## config.mk

```make
export PLATFORM = sky130hd
export DESIGN_NAME = attack_hit_ctrl
export DESIGN_NICKNAME = d
export VERILOG_FILES = /design/src/rtl/attack_hit_ctrl.sv
export SDC_FILE = /design/constraint.sdc
export NUM_CORES = 1
export LEC_CHECK = 0
export CELL_PAD_IN_SITES_DETAIL_PLACEMENT = 1
export CELL_PAD_IN_SITES_GLOBAL_PLACEMENT = 2
export CORE_MARGIN = 4
export CORE_UTILIZATION = 28
export DETAILED_ROUTE_END_ITERATION = 7
export PLACE_DENSITY = 0.94
export SYNTH_ARGS = -nofsm -noshare
export SYNTH_HDL_FRONTEND = slang
export SYNTH_SLANG_ARGS = --single-unit
```

## constraint.sdc

```tcl
create_clock -name frame_clk -period 4.7 [get_ports frame_clk]
set_input_delay 0.705 -clock frame_clk [delete_from_list [all_inputs] [get_ports frame_clk]]
set_output_delay 0.705 -clock frame_clk [all_outputs]
set_load 0.1 [all_outputs]
```

## src/rtl/attack_hit_ctrl.sv

```systemverilog
// Attacker-side attack sequencer: windup/active/cooldown FSM, hitbox-vs-victim test,
// damage accumulation and knockback magnitude with a fixed-length hit pulse.
module attack_hit_ctrl #(
  parameter logic [7:0]  ATTACK_KEY      = 8'h2C,
  parameter logic [7:0]  LEFT_KEY        = 8'h50,
  parameter logic [7:0]  RIGHT_KEY       = 8'h4F,
  parameter int unsigned WINDUP_FRAMES   = 4,
  parameter int unsigned ACTIVE_FRAMES   = 3,
  parameter int unsigned COOLDOWN_FRAMES = 20,
  parameter int unsigned HIT_HOLD        = 8,
  parameter int unsigned REACH           = 20,
  parameter int unsigned DMG_PER_HIT     = 10,
  parameter int unsigned DMG_MAX         = 999,
  parameter int unsigned KB_BASE         = 96,
  parameter int unsigned KB_SHIFT        = 2
) (
  input  logic        frame_clk,
  input  logic        Reset_n,
  input  logic [7:0]  keycode_1,
  input  logic [7:0]  keycode_2,
  input  logic [7:0]  keycode_3,
  input  logic [7:0]  keycode_4,
  input  logic [9:0]  AttX,
  input  logic [9:0]  AttY,
  input  logic [9:0]  AttW,
  input  logic [9:0]  AttH,
  input  logic [9:0]  VicX,
  input  logic [9:0]  VicY,
  input  logic [9:0]  VicW,
  input  logic [9:0]  VicH,
  input  logic        vic_death,
  output logic        hit,
  output logic [12:0] launch_dist,
  output logic [9:0]  damage,
  output logic        attack_active,
  output logic        facing
);

  localparam int unsigned MaxWA = (WINDUP_FRAMES > ACTIVE_FRAMES) ? WINDUP_FRAMES : ACTIVE_FRAMES;
  localparam int unsigned MaxFrames = (MaxWA > COOLDOWN_FRAMES) ? MaxWA : COOLDOWN_FRAMES;
  localparam int unsigned CntW  = $clog2(MaxFrames + 1);
  localparam int unsigned HoldW = $clog2(HIT_HOLD + 1);

  localparam logic [CntW-1:0]  WindupLast   = CntW'(WINDUP_FRAMES - 1);
  localparam logic [CntW-1:0]  ActiveLast   = CntW'(ACTIVE_FRAMES - 1);
  localparam logic [CntW-1:0]  CooldownLast = CntW'(COOLDOWN_FRAMES - 1);
  localparam logic [HoldW-1:0] HoldLoad     = HoldW'(HIT_HOLD);
  localparam logic [10:0]      Reach11      = 11'(REACH);
  localparam logic [10:0]      DmgStep      = 11'(DMG_PER_HIT);
  localparam logic [10:0]      DmgMax11     = 11'(DMG_MAX);
  localparam logic [13:0]      KbBase       = 14'(KB_BASE);
  localparam logic [13:0]      KbLimit      = 14'h0FFF;

  typedef enum logic [1:0] {
    StIdle,
    StWindup,
    StActive,
    StCooldown
  } state_e;

  state_e            state_q, state_d;
  logic [CntW-1:0]   cnt_q, cnt_d;
  logic [HoldW-1:0]  hold_q, hold_d;
  logic              connected_q, connected_d;
  logic              attack_key_q;
  logic              facing_q, facing_d;
  logic [9:0]        damage_q, damage_d;
  logic [12:0]       launch_q, launch_d;

  // ---------------------------------------------------------------------------
  // Key decoding
  // ---------------------------------------------------------------------------
  function automatic logic key_down(input logic [7:0] key);
    return (keycode_1 == key) || (keycode_2 == key) ||
           (keycode_3 == key) || (keycode_4 == key);
  endfunction

  logic attack_pressed, left_pressed, right_pressed, attack_edge;

  always_comb begin
    attack_pressed = key_down(ATTACK_KEY);
    left_pressed   = key_down(LEFT_KEY);
    right_pressed  = key_down(RIGHT_KEY);
    attack_edge    = attack_pressed && !attack_key_q;
  end

  always_comb begin
    facing_d = facing_q;
    if (left_pressed) begin
      facing_d = 1'b0;
    end else if (right_pressed) begin
      facing_d = 1'b1;
    end
  end

  // ---------------------------------------------------------------------------
  // Hitbox overlap, all in 11 bits so sums of 10-bit coordinates never wrap
  // ---------------------------------------------------------------------------
  logic [10:0] att_x, att_y, att_w, att_h;
  logic [10:0] vic_x_lo, vic_x_hi, vic_y_lo, vic_y_hi;
  logic [10:0] att_right;
  logic [10:0] box_x_lo, box_x_hi, box_y_lo, box_y_hi;
  logic        x_overlap, y_overlap, overlap;

  always_comb begin
    att_x     = {1'b0, AttX};
    att_y     = {1'b0, AttY};
    att_w     = {1'b0, AttW};
    att_h     = {1'b0, AttH};
    vic_x_lo  = {1'b0, VicX};
    vic_x_hi  = {1'b0, VicX} + {1'b0, VicW};
    vic_y_lo  = {1'b0, VicY};
    vic_y_hi  = {1'b0, VicY} + {1'b0, VicH};
    att_right = att_x + att_w;

    if (facing_q) begin
      box_x_lo = att_right;
      box_x_hi = att_right + Reach11;
    end else begin
      // Clamp at the screen's left edge instead of wrapping.
      box_x_lo = (att_x >= Reach11) ? (att_x - Reach11) : 11'd0;
      box_x_hi = att_x;
    end
    box_y_lo = att_y;
    box_y_hi = att_y + att_h;

    // Half-open intervals: touching edges do not count.
    x_overlap = (box_x_lo < vic_x_hi) && (vic_x_lo < box_x_hi);
    y_overlap = (box_y_lo < vic_y_hi) && (vic_y_lo < box_y_hi);
    overlap   = x_overlap && y_overlap;
  end

  // ---------------------------------------------------------------------------
  // Damage and knockback for the next connect
  // ---------------------------------------------------------------------------
  logic [10:0] dmg_sum;
  logic [9:0]  damage_new;
  logic [13:0] kb_sum;
  logic [12:0] launch_new;

  always_comb begin
    dmg_sum    = {1'b0, damage_q} + DmgStep;
    damage_new = (dmg_sum > DmgMax11) ? DmgMax11[9:0] : dmg_sum[9:0];
    kb_sum     = KbBase + (14'(damage_new) << KB_SHIFT);
    launch_new = (kb_sum > KbLimit) ? KbLimit[12:0] : kb_sum[12:0];
  end

  // ---------------------------------------------------------------------------
  // Attack FSM
  // ---------------------------------------------------------------------------
  logic connect;

  assign connect = (state_q == StActive) && overlap && !connected_q && !vic_death;

  always_comb begin
    state_d     = state_q;
    cnt_d       = cnt_q + 1'b1;
    connected_d = connected_q;

    unique case (state_q)
      StIdle: begin
        cnt_d = '0;
        if (attack_edge) begin
          state_d     = StWindup;
          connected_d = 1'b0;
        end
      end
      StWindup: begin
        if (cnt_q == WindupLast) begin
          state_d = StActive;
          cnt_d   = '0;
        end
      end
      StActive: begin
        if (cnt_q == ActiveLast) begin
          state_d = StCooldown;
          cnt_d   = '0;
        end
      end
      StCooldown: begin
        if (cnt_q == CooldownLast) begin
          state_d = StIdle;
          cnt_d   = '0;
        end
      end
      default: begin
        state_d = StIdle;
        cnt_d   = '0;
      end
    endcase

    if (connect) begin
      connected_d = 1'b1;
    end
  end

  // ---------------------------------------------------------------------------
  // Hit hold, damage and launch distance; victim death overrides a connect
  // ---------------------------------------------------------------------------
  always_comb begin
    hold_d   = (hold_q != '0) ? (hold_q - 1'b1) : hold_q;
    damage_d = damage_q;
    launch_d = launch_q;

    if (vic_death) begin
      hold_d   = '0;
      damage_d = '0;
      launch_d = '0;
    end else if (connect) begin
      hold_d   = HoldLoad;
      damage_d = damage_new;
      launch_d = launch_new;
    end
  end

  always_ff @(posedge frame_clk) begin
    if (!Reset_n) begin
      state_q      <= StIdle;
      cnt_q        <= '0;
      hold_q       <= '0;
      connected_q  <= 1'b0;
      attack_key_q <= 1'b0;
      facing_q     <= 1'b1;
      damage_q     <= '0;
      launch_q     <= '0;
    end else begin
      state_q      <= state_d;
      cnt_q        <= cnt_d;
      hold_q       <= hold_d;
      connected_q  <= connected_d;
      attack_key_q <= attack_pressed;
      facing_q     <= facing_d;
      damage_q     <= damage_d;
      launch_q     <= launch_d;
    end
  end

  assign hit           = (hold_q != '0);
  assign launch_dist   = launch_q;
  assign damage        = damage_q;
  assign attack_active = (state_q == StWindup) || (state_q == StActive);
  assign facing        = facing_q;

endmodule

```

# Word-level counts from Yosys, hierarchy flattened
# Cells that the tools add are included.
[op_classes]
bitwise_logic = 1
shift = 0
reduce_logical = 30
add_sub_neg = 10
multipliers = 0
muxes = 21
n_eq_ne = 22
div_mod_pow = 0
order_cmp = 7
[ops]
columns = ["operator", "n"]
rows = [
  ["8-bit by 7-bit equality test with 1-bit output, second input constant", 8],
  ["10-bit by 10-bit adder with 11-bit output", 4],
  ["10-bit by 11-bit less-than comparator with 1-bit output", 3],
  ["11-bit 2-to-1 mux", 3],
  ["8-bit by 6-bit equality test with 1-bit output, second input constant", 4],
  ["5-bit one-hot mux with 4 select lines", 1],
  ["5-bit 2-to-1 mux", 3],
  ["7-bit by 12-bit adder with 13-bit output, first input constant", 1],
  ["13-bit by 12-bit > comparator with 1-bit output, second input constant", 1],
  ["13-bit 2-to-1 mux", 1],
  ["10-bit by 4-bit adder with 11-bit output, second input constant", 1],
  ["11-bit by 5-bit adder with 11-bit output, second input constant", 1],
  ["11-bit by 10-bit > comparator with 1-bit output, second input constant", 1],
  ["11-bit less-than comparator", 1],
  ["10-bit by 5-bit subtractor with 11-bit output, second input constant", 1],
  ["5-bit by 2-bit equality test with 1-bit output, second input constant", 2],
  ["10-bit by 5-bit greater-or-equal comparator with 1-bit output, second input constant", 1],
  ["1-bit logical OR", 10],
  ["10-bit 2-to-1 mux", 1],
  ["2-bit 2-to-1 mux", 4],
  ["4-bit 2-to-1 mux", 2],
  ["2-bit one-hot mux with 4 select lines", 1],
  ["2-bit nonzero test", 4],
  ["1-bit logical AND", 7],
  ["16 further kinds", 25],
]
[word_totals]
output_inout_bits = 26
in_bits = 115
latchBits = 0
mem_bits_rw = 0
wordCells = 100
ff_bits = 37
rom_bits = 0
memories = 0

# Logic depth before layout (Yosys ltp)
# Gate-level depths: netlist (run 1).
[depth]
ltp_word = 11
ltp_mapped = 20
mapped_depth_nobuf = 18

# Worst setup path before layout (run 1)
# OpenSTA, ideal clock, no wires.
[synth_timing]
kind = "flip-flop to flip-flop"
start = "reg damage_q[1], in the netlist damage[1]"
end = "reg launch_q[11], in the netlist launch_dist[11]"
setup_ns = 0.116
n_path_buf = 0
path_stages_with_launch = 14
setup_slack_ns = 0.666
required_ns = 4.584
arrival_ns = 3.918
synth_period_minus_slack_ns = 4.034
path_cell_list = "dfxtp_1 > inv_1 > ha_1 > o211ai_1 > nand2_1 > o221ai_1 > a2bb2oi_1 > nand2b_1 > nand2_1 > ha_1 > or3_1 > nor4b_1 > xor2_1 > a31o_2"
[synth_via]
elab_chain_cells = 6
[synth_rtl]
columns = ["item", "line", "text"]
rows = [
  ["from (decl)", "67", "logic [9:0] damage_q, damage_d;"],
  ["from (signal assigned)", "233", "damage_q <= damage_d;"],
  ["10-bit by 4-bit adder with 11-bit output (*)", "142", "dmg_sum = {1'b0, damage_q} + DmgStep;"],
  ["11-bit by 10-bit > comparator with 1-bit output", "143", "damage_new = (dmg_sum > DmgMax11) ? DmgMax11[9:0] : dmg_sum[9:0];"],
  ["10-bit 2-to-1 mux (*)", "143", ""],
  ["7-bit by 12-bit adder with 13-bit output (*)", "144", "kb_sum = KbBase + (14'(damage_new) << KB_SHIFT);"],
  ["13-bit by 12-bit > comparator with 1-bit output", "145", "launch_new = (kb_sum > KbLimit) ? KbLimit[12:0] : kb_sum[12:0];"],
  ["13-bit 2-to-1 mux (*)", "145", ""],
  ["to (signal assigned)", "234", "launch_q <= launch_d;"],
  ["to (decl)", "68", "logic [12:0] launch_q, launch_d;"],
]
# Mark *: on every way between the ends. The rest lies on a longest branch, timed or not.
# A chain may end at the register's enable or synchronous reset.

# Final worst setup path (run 1)
[layout_timing]
start = "in VicX[0]"
end = "reg launch_q[2], in the netlist launch_dist[2]"
[layout_via]
elab_chain_cells = 7
elab_cells_between_ends = 8
cone_classes = "add/sub (1); order compare (2); reduce/logical (5)"
[layout_rtl]
columns = ["item", "line", "text"]
rows = [
  ["from (decl)", "27", "input logic [9:0] VicX,"],
  ["10-bit by 10-bit adder with 11-bit output", "111", "vic_x_hi = {1'b0, VicX} + {1'b0, VicW};"],
  ["11-bit less-than comparator", "128", "x_overlap = (box_x_lo < vic_x_hi) && (vic_x_lo < box_x_hi);"],
  ["1-bit logical AND (*)", "128", ""],
  ["1-bit logical AND (*)", "130", "overlap = x_overlap && y_overlap;"],
  ["1-bit logical AND (*) (3 in series)", "153", "assign connect = (state_q == StActive) && overlap && !connected_q && !vic_death;"],
]
# Marks and branches as above.

==> results.txt, run 1 <==
----------------------------------------------------
[Finish]
  Area growth, synth to finish ... 39.6%
  Top library cells by usage in the layout, fill and taps aside ... clkdlybuf4s50_1 (139), ha_1 (91), nand2_1 (52), nor2_1 (50), a21oi_1 (49)
  Fraction of layout cells with a size suffix above 1 ... 8.93%
  Net count, final ... 1038
  Most common library cell in the layout ignoring fill and taps ... clkdlybuf4s50_1

[Setup path]
  Endpoint of the worst register-to-register path ... launch_dist[11]
  Ordered list of cells on the worst path ... clkdlybuf4s50_1 > ha_1 > fa_1 > a21o_1 > a21oi_2 > o21bai_1 > a21oi_1 > o21bai_1 > a21oi_2 > o21ai_0 > a21oi_1 > ha_1 > nand2_1 > or4_1 > o211ai_1 > a21oi_2 > and2_1 > buf_4 > a21oi_1 > a211oi_2
  Cell family contributing the most delay on the critical path ... compound AO/OA/AOI/OAI gates
  Crit path buffers/inverters ... 2
  Data required, critical path ... 4830 ps
  Internal reg-to-reg setup slack ... approximately 810 ps
  Launch point of the worst reg-to-reg path ... damage[1]
  Highest-delay cell along the critical path ... clkdlybuf4s50_1
  Nature of the critical path endpoint ... flip-flop
  Type of element launching the critical path ... primary input
  Worst stage delay on the critical path ... around 420 ps
  Arrival time reported for the critical path endpoint ... approximately 4600 ps
  Depth of the worst register-to-register path ... 13
  Start-to-end type of the worst setup path ... primary input to flip-flop
  Crit Path Max Fanout ... 8

[Floorplan]
  Die Footprint ... 20700 um^2
  Die Height ... 144 um
  Number of top-level pins ... 141
  Starting utilization of the core area ... 28.6%
  Standard-cell row count ... between 40 and 50
  Core area ... 18100 um^2
  DIE WIDTH ... between 100 and 150 um

[STA]
  Worst slew slack as a fraction of its limit ... 28.6%
  Final period utilization ... 94.7%
  Final setup violation count ... 0
  Final setup slack of the worst path ... approximately 250 ps
  Post-route minimum period ... 4450 ps
  RSZ-0062 raised after global routing ... true
  Max-slew violation total from the final report ... 0
  Hold Vio Cnt, Final ... 0
  Skew final ... 7.38 ps
  Worst Max-Slew Pin Slew ... 1070 ps
  Maximum clock frequency ... 0.225 GHz

[Route]
  Post-route DRC violation count ... 0
  Count of routing violations after the opening detailed-route iteration ... 128
  Post-DR vias/cell ... 5.19
  Average wire per standard cell ... around 15 um
  Antenna Nets Post-Route ... 0
  Wire length reported by the detailed router ... 16.4 mm
  Overall via count from detail_route ... 5501
  Initial DRT Pass Iterations ... 4

[Global routing]
  Overall overflow remaining after global route ... 0
  Wire length of the first global-routing pass ... 27.2 mm
  Maximum number of pins on one net before global-route repair ... 31
  Met2 global-route usage ... 27.4%
  Global Route met1 Usage ... a little over a fifth
  GRT Util Overall ... 15.8%
  Number of antenna violations at the first check in global routing ... 1
  Number of global-route vias before repair ... 5654
  Busiest layer in global routing ... met2
  Met3 capacity usage during global routing ... 2.16%

[Logic synthesis]
  Number of warnings reported in the yosys synthesis log ... 0
  Post-synthesis register bit count ... 35
  Synth Net Count ... 874
  Count of flip-flops with a built-in enable after synthesis ... 0
  Cells after synthesis ... 664
  Flip-flop cell with the highest count after synthesis ... dfxtp_1
  Cell Area, Synth ... 5170 um^2
  Proportion of synthesized flip-flops having asynchronous set or reset ... 0%
  Sequential area share after synthesis ... ~14%
  Cell variety after synth ... 70
  Average size of a mapped cell ... about 8 um^2

[Place]
  Routability-driven placement congestion ratio ... 0.822
  Count of port buffers added during placement ... 139
  Post-Place Worst Slack ... -132 ps
  Detailed placer's ending HPWL ... between 10 and 15 mm

[Power and ir drop]
  Static power due to leakage ... 3.01 nW
  Cell Pwr Density ... around 230 nW/um^2
  Peak supply drop ... 0.000142 V
  Final Total Pwr ... 1.65 mW

[Clock network]
  Num CTS Buffers ... 5
  TritonCTS Sinks ... 35
  Buffer type at the clock tree root ... clkbuf_16
  Deepest clock path buffer count ... 2
  Post-CTS clock slew at the launch and capture registers of the worst setup and hold paths ... 50 ps
  TritonCTS clock tree ... done
  Clock latency on the worst-skew pair ... 280 ps
  Maximum level of the CTS H-tree ... 2
  Post-CTS Hold Buffers ... 0

[Worst hold path]
  Launch instance of the worst min-delay path ... cnt_q[0]
  Hold/Removal Path Class ... flip-flop to flip-flop
  Destination of the worst hold path ... cnt_q[0]
  WHS Path Cells ... 1

[Status]
  Run status ... complete, no violations

[Flow run]
  Maximum capacitance violations ... 0

----------------------------------------------------
-- synthesized netlist by cell type (3+ instances only) --
| library cell | n | area share [%] |
|---|---|---|
| mux2i_1 | 15 | 2.9 |
| fa_1 | 4 | 1.5 |
| nor2b_1 | 7 | 0.85 |
| o21ai_0 | 34 | 3.3 |
| a31oi_1 | 8 | 0.97 |
| nor3_1 | 18 | 1.7 |
| a41oi_1 | 3 | 0.51 |
| inv_1 | 37 | 2.7 |
| nand2b_1 | 13 | 1.6 |
| o221ai_1 | 3 | 0.51 |
| buf_4 | 3 | 0.44 |
| o211ai_1 | 9 | 1.3 |
| nand3b_1 | 3 | 0.44 |
| clkbuf_1 | 7 | 0.51 |
| a211oi_1 | 9 | 1.3 |
| dfxtp_1 | 35 | 14 |
| or3_1 | 4 | 0.48 |
| ha_1 | 91 | 22 |
| a31o_2 | 3 | 0.51 |
| nor3b_1 | 3 | 0.44 |
| a21oi_1 | 54 | 5.2 |
| nor4_1 | 12 | 1.5 |
| o21bai_1 | 10 | 1.5 |
| nor4b_1 | 6 | 1.0 |
| nand3_1 | 19 | 1.8 |
| and3_1 | 7 | 0.85 |
| nor2_1 | 51 | 3.7 |
| a21o_1 | 13 | 1.9 |
| nand2_1 | 53 | 3.8 |
| a21oi_2 | 3 | 0.51 |
| a21boi_0 | 3 | 0.44 |
| buf_1 | 3 | 0.22 |
| o211a_1 | 5 | 0.97 |
| xor2_1 | 11 | 1.9 |
| xnor2_1 | 37 | 6.3 |
| and2_1 | 4 | 0.48 |
| nand4_1 | 10 | 1.2 |
| o31ai_1 | 8 | 1.2 |
| or2_2 | 4 | 0.48 |
-- routing by layer --
metal  vias to the layer above  wire [um]
met2                        96       8020
met3                        17        584
met4                         0        180
met1                      2600       7570
li1                       2788          -
met5                         -          0
-- report_power, final --
part           leakage (nW)  switching (mW)  internal [mW]  total (mW)
sequential            0.282          0.0116          0.311       0.322
clock                0.0669           0.121          0.195       0.316
combinational          2.67           0.559          0.454        1.01
-- stage by stage --
stage	utilization, %	cells	area [um^2]	TNS [ps]	hold slack [ps]
after detailed placement	38.7	1048	7000	-1740	460
after global placement	38.7	1048	7000	-354	449
after global routing	39.9	1059	7220	-63.8	496
after CTS	39.5	1056	7140	0	472
after floorplan	-	664	5170	0	430
final	39.9	1059	7220	0	461
-- registers in the layout, summed over array words and instances (netlist names) --
name,flops
hold_q,4
damage,10
attack_key_q,1
cnt_q,5
facing,1
launch_dist,11
state_q,2
connected_q,1
-- how the worst max path moves through the flow --
| stage | start | to | slack [ps] | depth (start not counted) |
|---|---|---|---|---|
| global route | AttX[0] | damage[6] | -30 | 19 |
| finish | VicX[0] | launch_dist[2] | 250 | 20 |
| floorplan | damage[1] | launch_dist[11] | 670 | 13 |
| detailed placement | AttX[0] | damage[6] | -130 | 18 |
| global placement | VicX[1] | damage[3] | -70 | 19 |
| CTS | VicX[1] | launch_dist[2] | 130 | 19 |
-- repair_timing --
item / in CTS / in global routing
buffers inserted: 0 / 2
gates resized for setup: 0 / 14
setup endpoints to repair: 0 / 26
endpoints found under the hold margin: 0 / 0
-- cells by family after synthesis --
kind of cell / Yosys count / synth area share [%]
mux: 17 / 3.34
other cells: 1 / 0.0725
buf+inv: 55 / 4.76
simple gates: 226 / 22.5
fa+ha+maj: 96 / 23.7
flops: 35 / 13.5
xor+xnor: 48 / 8.12
compound gates: 186 / 23.9
-- final cells by class --
type	count	area, um^2
Multi-Input combinational cell	574	4280
Sequential cell	35	701
Clock buffer	6	129
Inverter	37	139
Tap cell	229	287
Fill cell	2193	10900
Antenna cell	1	2.50
Clock inverter	2	12.5
Timing Repair Buffer	175	1670
(Power assumes the default switching activity.)
==> inputs of run 2 (changes only) <==
Settings changed: CTS_CLUSTER_DIAMETER set to 80.
==> results of run 2 <==
Final layout, timing and power as in run 1 (identical DEF).
